### src/rtl/serial_sum_collector_if.sv
// Bit-pair input and word output handshakes of the serial sum collector.
// The slave modport is the collector's view; master is the driver/consumer side.
interface serial_sum_collector_if #(
  parameter int WIDTH = 8
);
  logic             in_valid;
  logic             in_ready;
  logic             in_a;
  logic             in_b;
  logic             in_cin;
  logic             in_flush;
  logic             out_valid;
  logic             out_ready;
  logic [WIDTH-1:0] out_sum;
  logic             out_cout;

  modport master (
    output in_valid, in_a, in_b, in_cin, in_flush, out_ready,
    input  in_ready, out_valid, out_sum, out_cout
  );

  modport slave (
    input  in_valid, in_a, in_b, in_cin, in_flush, out_ready,
    output in_ready, out_valid, out_sum, out_cout
  );
endinterface

### src/rtl/serial_sum_collector.sv
// Bit-serial adder: adds LSB-first operand bit pairs with a running carry and
// presents each completed WIDTH-bit sum plus carry-out on a valid/ready port.
module serial_sum_collector #(
  parameter int WIDTH = 8
) (
  input logic                  clk,
  input logic                  rst,
  serial_sum_collector_if.slave bus
);
  localparam int CW = $clog2(WIDTH);
  localparam logic [CW-1:0] LastCount = CW'(WIDTH - 1);

  typedef enum logic {COLLECT, HOLD} state_e;

  state_e           state_q, state_d;
  logic [CW-1:0]    count_q, count_d;
  logic             carry_q, carry_d;
  logic [WIDTH-1:0] shift_q, shift_d;
  logic [WIDTH-1:0] sum_q, sum_d;
  logic             cout_q, cout_d;

  logic flush, beat, lastBeat, carryIn, sumBit, carryOut;

  always_comb begin
    flush    = (state_q == COLLECT) && bus.in_flush;
    beat     = bus.in_valid && bus.in_ready && !flush;
    lastBeat = beat && (count_q == LastCount);
    carryIn  = (count_q == '0) ? bus.in_cin : carry_q;
    sumBit   = bus.in_a ^ bus.in_b ^ carryIn;
    carryOut = (bus.in_a & bus.in_b) | (bus.in_a & carryIn) | (bus.in_b & carryIn);
  end

  always_ff @(posedge clk) begin
    if (rst) state_q <= COLLECT;
    else     state_q <= state_d;
  end

  always_comb begin
    state_d = state_q;
    case (state_q)
      COLLECT: if (lastBeat)      state_d = HOLD;
      HOLD:    if (bus.out_ready) state_d = COLLECT;
      default:                    state_d = COLLECT;
    endcase
  end

  always_comb begin
    bus.in_ready  = (state_q == COLLECT) && !rst;
    bus.out_valid = (state_q == HOLD);
    bus.out_sum   = sum_q;
    bus.out_cout  = cout_q;
  end

  // Flush beats a coincident accepted bit; sum bits enter at the MSB so the
  // first bit received ends up in bit 0 once the word is complete.
  always_comb begin
    count_d = count_q;
    carry_d = carry_q;
    shift_d = shift_q;
    sum_d   = sum_q;
    cout_d  = cout_q;
    if (flush) begin
      count_d = '0;
      carry_d = 1'b0;
      shift_d = '0;
    end else if (beat) begin
      carry_d = carryOut;
      shift_d = {sumBit, shift_q[WIDTH-1:1]};
      count_d = lastBeat ? '0 : count_q + CW'(1);
      if (lastBeat) begin
        sum_d  = shift_d;
        cout_d = carryOut;
      end
    end
  end

  always_ff @(posedge clk) begin
    if (rst) begin
      count_q <= '0;
      carry_q <= 1'b0;
      shift_q <= '0;
      sum_q   <= '0;
      cout_q  <= 1'b0;
    end else begin
      count_q <= count_d;
      carry_q <= carry_d;
      shift_q <= shift_d;
      sum_q   <= sum_d;
      cout_q  <= cout_d;
    end
  end
endmodule
### src/flat_wrapper.sv
// flat-port wrapper written by rule: the top's interface ports become plain ports
module serial_sum_collector_flat 
#(
  parameter int WIDTH = 8
)
  (clk, rst, bus_in_valid, bus_in_a, bus_in_b, bus_in_cin, bus_in_flush, bus_out_ready, bus_in_ready, bus_out_valid, bus_out_sum, bus_out_cout);
  serial_sum_collector_if #(.WIDTH(WIDTH)) bus_i ();
  input logic clk;
  input logic rst;
  input wire logic [$bits(bus_i.in_valid)-1:0] bus_in_valid;
  input wire logic [$bits(bus_i.in_a)-1:0] bus_in_a;
  input wire logic [$bits(bus_i.in_b)-1:0] bus_in_b;
  input wire logic [$bits(bus_i.in_cin)-1:0] bus_in_cin;
  input wire logic [$bits(bus_i.in_flush)-1:0] bus_in_flush;
  input wire logic [$bits(bus_i.out_ready)-1:0] bus_out_ready;
  output wire logic [$bits(bus_i.in_ready)-1:0] bus_in_ready;
  output wire logic [$bits(bus_i.out_valid)-1:0] bus_out_valid;
  output wire logic [$bits(bus_i.out_sum)-1:0] bus_out_sum;
  output wire logic [$bits(bus_i.out_cout)-1:0] bus_out_cout;
  assign bus_i.in_valid = bus_in_valid;
  assign bus_i.in_a = bus_in_a;
  assign bus_i.in_b = bus_in_b;
  assign bus_i.in_cin = bus_in_cin;
  assign bus_i.in_flush = bus_in_flush;
  assign bus_i.out_ready = bus_out_ready;
  assign bus_in_ready = bus_i.in_ready;
  assign bus_out_valid = bus_i.out_valid;
  assign bus_out_sum = bus_i.out_sum;
  assign bus_out_cout = bus_i.out_cout;
  serial_sum_collector #(.WIDTH(WIDTH)) u_core (.clk(clk), .rst(rst), .bus(bus_i));
endmodule
### config.mk
export PLATFORM = sky130hd
export DESIGN_NAME = serial_sum_collector_flat
export DESIGN_NICKNAME = d
export VERILOG_FILES = /design/src/rtl/serial_sum_collector_if.sv /design/src/rtl/serial_sum_collector.sv /design/src/flat_wrapper.sv
export SDC_FILE = /design/constraint.sdc
export NUM_CORES = 1
export LEC_CHECK = 0
export BUFFER_PORTS_ARGS = -buffer_cell sky130_fd_sc_hd__buf_2
export CELL_PAD_IN_SITES_DETAIL_PLACEMENT = 1
export CELL_PAD_IN_SITES_GLOBAL_PLACEMENT = 1
export CORE_MARGIN = 2
export CORE_UTILIZATION = 44
export CTS_BUF_LIST = sky130_fd_sc_hd__clkbuf_8
export DETAILED_ROUTE_END_ITERATION = 12
export PLACE_DENSITY = 0.93
export SYNTH_ARGS = -nofsm -noshare
export SYNTH_HDL_FRONTEND = slang
export SYNTH_SLANG_ARGS = --single-unit
### constraint.sdc
create_clock -name clk -period 3.4 [get_ports clk]
set_input_delay 0.34 -clock clk [delete_from_list [all_inputs] [get_ports clk]]
set_output_delay 0.34 -clock clk [all_outputs]
set_load 0.02 [all_outputs]
# Yosys cells after proc, flatten, opt, wreduce, memory -nomap -nowiden
# Cells that the tools add are included.
dict set report totals {
  reg_bits 22
  in_bits 8
  output_inout_bits 11
}
dict set report classes {
  add_sub_neg 1
  n_eq_ne 1
  n_mux 5
  n_bitwise 9
  reduce_logical 10
}
# operator n
set op_table {}
lappend op_table {{logical AND 1 bit} 5}
lappend op_table {{adder 3 x 1 -> 3 bit (second input constant)} 1}
lappend op_table {{bitwise AND 1 bit} 3}
lappend op_table {{== test 3 bit (second input constant)} 1}
lappend op_table {{logical NOT 3 bit} 1}
lappend op_table {{2-to-1 mux 1 bit} 3}
lappend op_table {{2-to-1 mux 3 bit} 1}
lappend op_table {{AND reduction 3 bit} 1}
lappend op_table {{logical NOT 1 bit} 2}
lappend op_table {{NOT 1 bit} 2}
lappend op_table {{OR 1 bit} 2}
lappend op_table {{one-hot mux 1 bit (2 select lines)} 1}
lappend op_table {{OR reduction 2 bit} 1}
lappend op_table {{XOR 1 bit} 2}

# Logic depth before layout (Yosys ltp)
dict set report depth {
  ltp_word 7
  ltp_mapped 6
}

# Worst setup path before layout
# Ideal clock, no wire load.
dict set report synth_timing {
  path_kind {register -> register}
  start {register u_core.count_q[0]}
  end {register u_core.shift_q[7]}
  arrival_time_ps 1473
  required_ps 3314
  path_slack_ps 1842
  stages_incl_launch_ff 7
  path_buffers 0
  path_cell_list {dfxtp_1 > inv_1 > ha_1 > nor2b_1 > mux2i_1 > fa_1 > a211oi_1}
}
dict set report synth_between {
  elab_chain_cells 3
}
# item line
set synth_lines {}
lappend synth_lines {{start, declared} serial_sum_collector.sv:16} ;# logic [CW-1:0] count_q, count_d;
lappend synth_lines {{start signal, assigned} serial_sum_collector.sv:85} ;# count_q <= count_d;
lappend synth_lines {{logical NOT 3 bit} serial_sum_collector.sv:28} ;# carryIn = (count_q == '0) ? bus.in_cin : carry_q;
lappend synth_lines {{2-to-1 mux 1 bit} serial_sum_collector.sv:28}
lappend synth_lines {{XOR 1 bit} serial_sum_collector.sv:29} ;# sumBit = bus.in_a ^ bus.in_b ^ carryIn;
lappend synth_lines {{end signal, assigned} serial_sum_collector.sv:87} ;# shift_q <= shift_d;
lappend synth_lines {{end, declared} serial_sum_collector.sv:18} ;# logic [WIDTH-1:0] shift_q, shift_d;
# Every way passes these cells.
# A chain may end at the register's enable or synchronous reset.

# Worst setup path after layout
dict set report layout_timing {
  start {register u_core.state_q, in the netlist u_core.bus.out_valid}
  end {register u_core.cout_q, in the netlist u_core.bus.out_cout}
}
dict set report layout_between {
  elab_chain_cells 6
  word_cells_on_any_way 9
}
# item line
set layout_lines {}
lappend layout_lines {{start, declared} serial_sum_collector.sv:15} ;# state_e state_q, state_d;
lappend layout_lines {{start signal, assigned} serial_sum_collector.sv:35} ;# else state_q <= state_d;
lappend layout_lines {{NOT 1 bit (*)} {serial_sum_collector.sv:25, serial_sum_collector.sv:48}}
lappend layout_lines {{logical AND 1 bit, on equally long branches} {serial_sum_collector.sv:48, serial_sum_collector.sv:25}}
lappend layout_lines {{logical AND 1 bit / logical NOT 1 bit (equally long branches)} serial_sum_collector.sv:26} ;# beat = bus.in_valid && bus.in_ready && !flush;
lappend layout_lines {{logical AND 1 bit} serial_sum_collector.sv:26}
lappend layout_lines {{logical AND 1 bit} serial_sum_collector.sv:27} ;# lastBeat = beat && (count_q == LastCount);
lappend layout_lines {{AND reduction 3 bit (no source line) (*)} -}
lappend layout_lines {{end signal, assigned} serial_sum_collector.sv:89} ;# cout_q <= cout_d;
lappend layout_lines {{end, declared} serial_sum_collector.sv:20} ;# logic cout_q, cout_d;
# Mark *: on every way between the ends. The rest lies on a longest branch, timed or not.

==> flow_metrics.tcl <==
set metrics [dict create \
    synthTopCellsByArea "dfxtp_1 (46%), a21oi_1 (8.2%), nand2_1 (6.2%)" \
    ir_drop_uv 165 \
    async_reset_ff_frac 0 \
    grt_max_degree 24 \
    grt_pass1_vias 744 \
    cts_tree "built" \
    syn2layout_area_growth_pct 12.5 \
    cts_buffer_depth 2 \
    place.gp.congestion 0.769 \
    die_h_microns 49.6 \
    post_drt_wl_per_cell_microns 15.3 \
    wl_met3_microns 69 \
    clkTransAtPathRegs_ns 0.07 \
    synth.distinct_cells 24 \
    ys.flop_type "dfxtp_1" \
    drv_slew 0 \
    critPathArrivalTime_ns 2.01 \
    crit_fanout 23 \
    grt_pass1_wl_microns 3590 \
    fp.coreArea_sq_mm 0.00196 \
    yosysSeqAreaShare 0.460 \
    post-route-util 0.524 \
    cts-htree-levels 1 \
    power.switching_w 0.0000947 \
    gr-usage-all-layers 0.193 \
    path_buf_inv 0 \
    clk-insertion-delay-late_ns 0.25 \
    fin_skew_ns 0.00443 \
    synthesis.instances 101 \
    switching_share 0.219 \
    grt_overflow_total 0 \
    synth_area_sq_um 913 \
    finalNetCount 130 \
    firstDrtPassIters 4 \
    syn_area_per_cell_sq_um 9.04 \
    dieArea_sq_mm 0.00246 \
    rsz0062_at_grt "no" \
    n_antenna_cell 0 \
    synth_fp_nets 113 \
    synth.most_common_cell "dfxtp_1" \
    cts_num_sinks 21 \
    numCtsBuffers 3 \
    max_freq_ghz 0.541 \
    dp_hpwl_microns 1600 \
    synth_top_cell_area_share 0.460 \
    power_leakage_nw 0.400 \
    relSlewSlack 0.251 \
    post-route-period-util 0.543 \
    fillers 244 \
    vias_per_cell 5.33 \
    cts_setup_buffers 0 \
    p_int_w 0.000337 \
    cts_root_buf "clkbuf_8" \
    hold_viol 0 \
    portBuffers 18 \
    vias 768 \
    hp-class "input pin to register" \
    antenna_found_initial 0 \
    fin_tns_setup_ns 0 \
    p_seq_frac 0.573 \
    synth_commonest_cells "dfxtp_1 (21), a21oi_1 (15), nand2_1 (15), nand3_1 (8), inv_1 (6)" \
    p_per_area_mw_per_mm2 420 \
    end_kind "register" \
    worst_pin_slew_ns 1.12 \
    initial_core_util 0.466 \
    pwr-share-clk 0.365 \
    yosys.area.top_type "dfxtp_1" \
    ios 19 \
    cpPeakStageDelay_ns 0.97 \
    startpoint_type "register" \
    drive_gt1_frac 0.222 \
    crit_type "register to register" \
    synth-edff-count 0 \
    std_cell_rows 16 \
    critPathTopFamily "simple AND/OR/NAND/NOR gates" \
    synth_warnings 0 \
    antenna_left 0 \
    pwr-share-comb 0.062 \
    critPathSlowestCell "nor4b_4" \
    period_needed_ns 1.85 \
    maxCapViolCount 0 \
    totalWireLength_microns 2200 \
    setup_violations 0 \
    routed.top_layer "met4" \
    path_cells "nor4b_4 -> a21oi_1 -> a211oi_1" \
    die_w_microns 49.6 \
    drt_iter0_markers 17 \
    required_ns 3.56 \
    wl_met1_microns 951 \
    drc_errors 0 \
    status "complete, no violations" \
    ys_ff_latch 21 \
    cts_resized 0 \
    holdBufCountCts 0 \
    wl_met2_microns 1150 \
]
[metal layers]
layer	track usage	up-vias
li1	-	372
met1	0.238	373
met2	0.344	19
met3	0.0303	4
met4	0.0556	0
met5	0	-
[power by group through the flow]
| stage | clock network (W) | registers [W] | logic (W) |
|---|---|---|---|
| after floorplan | 0 | 0.000253 | 0.0000196 |
| after global placement | 0 | 0.000253 | 0.0000249 |
| after detailed placement | 0 | 0.000253 | 0.0000266 |
| after CTS | 0.000157 | 0.000247 | 0.0000268 |
| after global routing | 0.000174 | 0.000247 | 0.0000295 |
| final | 0.000157 | 0.000247 | 0.0000267 |
[final timing paths]
| check | from | to | slack [ns] | cells after the start |
|---|---|---|---|---|
| worst min-delay path | rst | u_core.bus.out_valid | 0.43 | 2 |
| worst max-delay path | u_core.bus.out_valid | u_core.bus.out_cout | 1.55 | 3 |
| worst min register to register | u_core.shift_q[1] | u_core.shift_q[1] | 0.47 | 2 |
| worst max register to register | u_core.bus.out_valid | u_core.bus.out_cout | 1.55 | 3 |
[final cells by class]
cell class | count | area (sq um) | share of cell area
clock buffers | 3 | 41.3 | 0.0402
well taps | 27 | 33.8 | 0.0329
flip-flops and latches | 21 | 420 | 0.409
inverters | 6 | 22.5 | 0.0219
multi-input cells | 68 | 415 | 0.404
clock inverters | 1 | 3.75 | 0.00365
repair buffers | 18 | 90.1 | 0.0877
[stage by stage]
stage	hold slack [ns]	power, W	std cells	area, sq um	setup WS [ns]
final	0.432	0.000431	144	1030	1.55
after global routing	0.455	0.000451	144	1030	1.38
after detailed placement	0.461	0.000280	140	982	1.42
after CTS	0.432	0.000431	144	1030	1.55
after global placement	0.455	0.000278	140	982	1.53
after floorplan	0.437	0.000272	101	913	1.84
[sequential cells by signal, indices dropped and copies added, names as in the netlist]
register / count
u_core.bus.out_cout: 1
u_core.bus.out_valid: 1
u_core.bus.out_sum: 8
u_core.shift_q: 7
u_core.count_q: 3
u_core.carry_q: 1
[cell families (layout without fill, tap and decap cells)]
logic type               Yosys count  in the layout  share of synthesized area
buffers and inverters             12             28                     0.0849
XOR/XNOR                           1              1                    0.00959
flip-flops                        21             21                      0.460
AND/OR/NAND/NOR                   34             34                      0.199
multiplexers                       1              1                     0.0110
AO/OA/AOI/OAI                     28             28                      0.173
adder cells (fa/ha/maj)            4              4                     0.0630
[placed cells by master (no fill, tap or decap), drive strengths merged]
| cell | instances |
|---|---|
| nor2 | 5 |
| nand2 | 15 |
| ha | 3 |
| inv | 7 |
| fa | 1 |
| or2b | 2 |
| nor4b | 1 |
| a2bb2oi | 1 |
| or4b | 1 |
| mux2i | 1 |
| a211oi | 4 |
| nor3 | 1 |
| o21ai | 7 |
| dfxtp | 21 |
| a21oi | 15 |
| a21o | 1 |
| nor2b | 1 |
| buf | 18 |
| xnor2 | 1 |
| clkbuf | 3 |
| nand3 | 8 |
(Power assumes the default switching activity.)
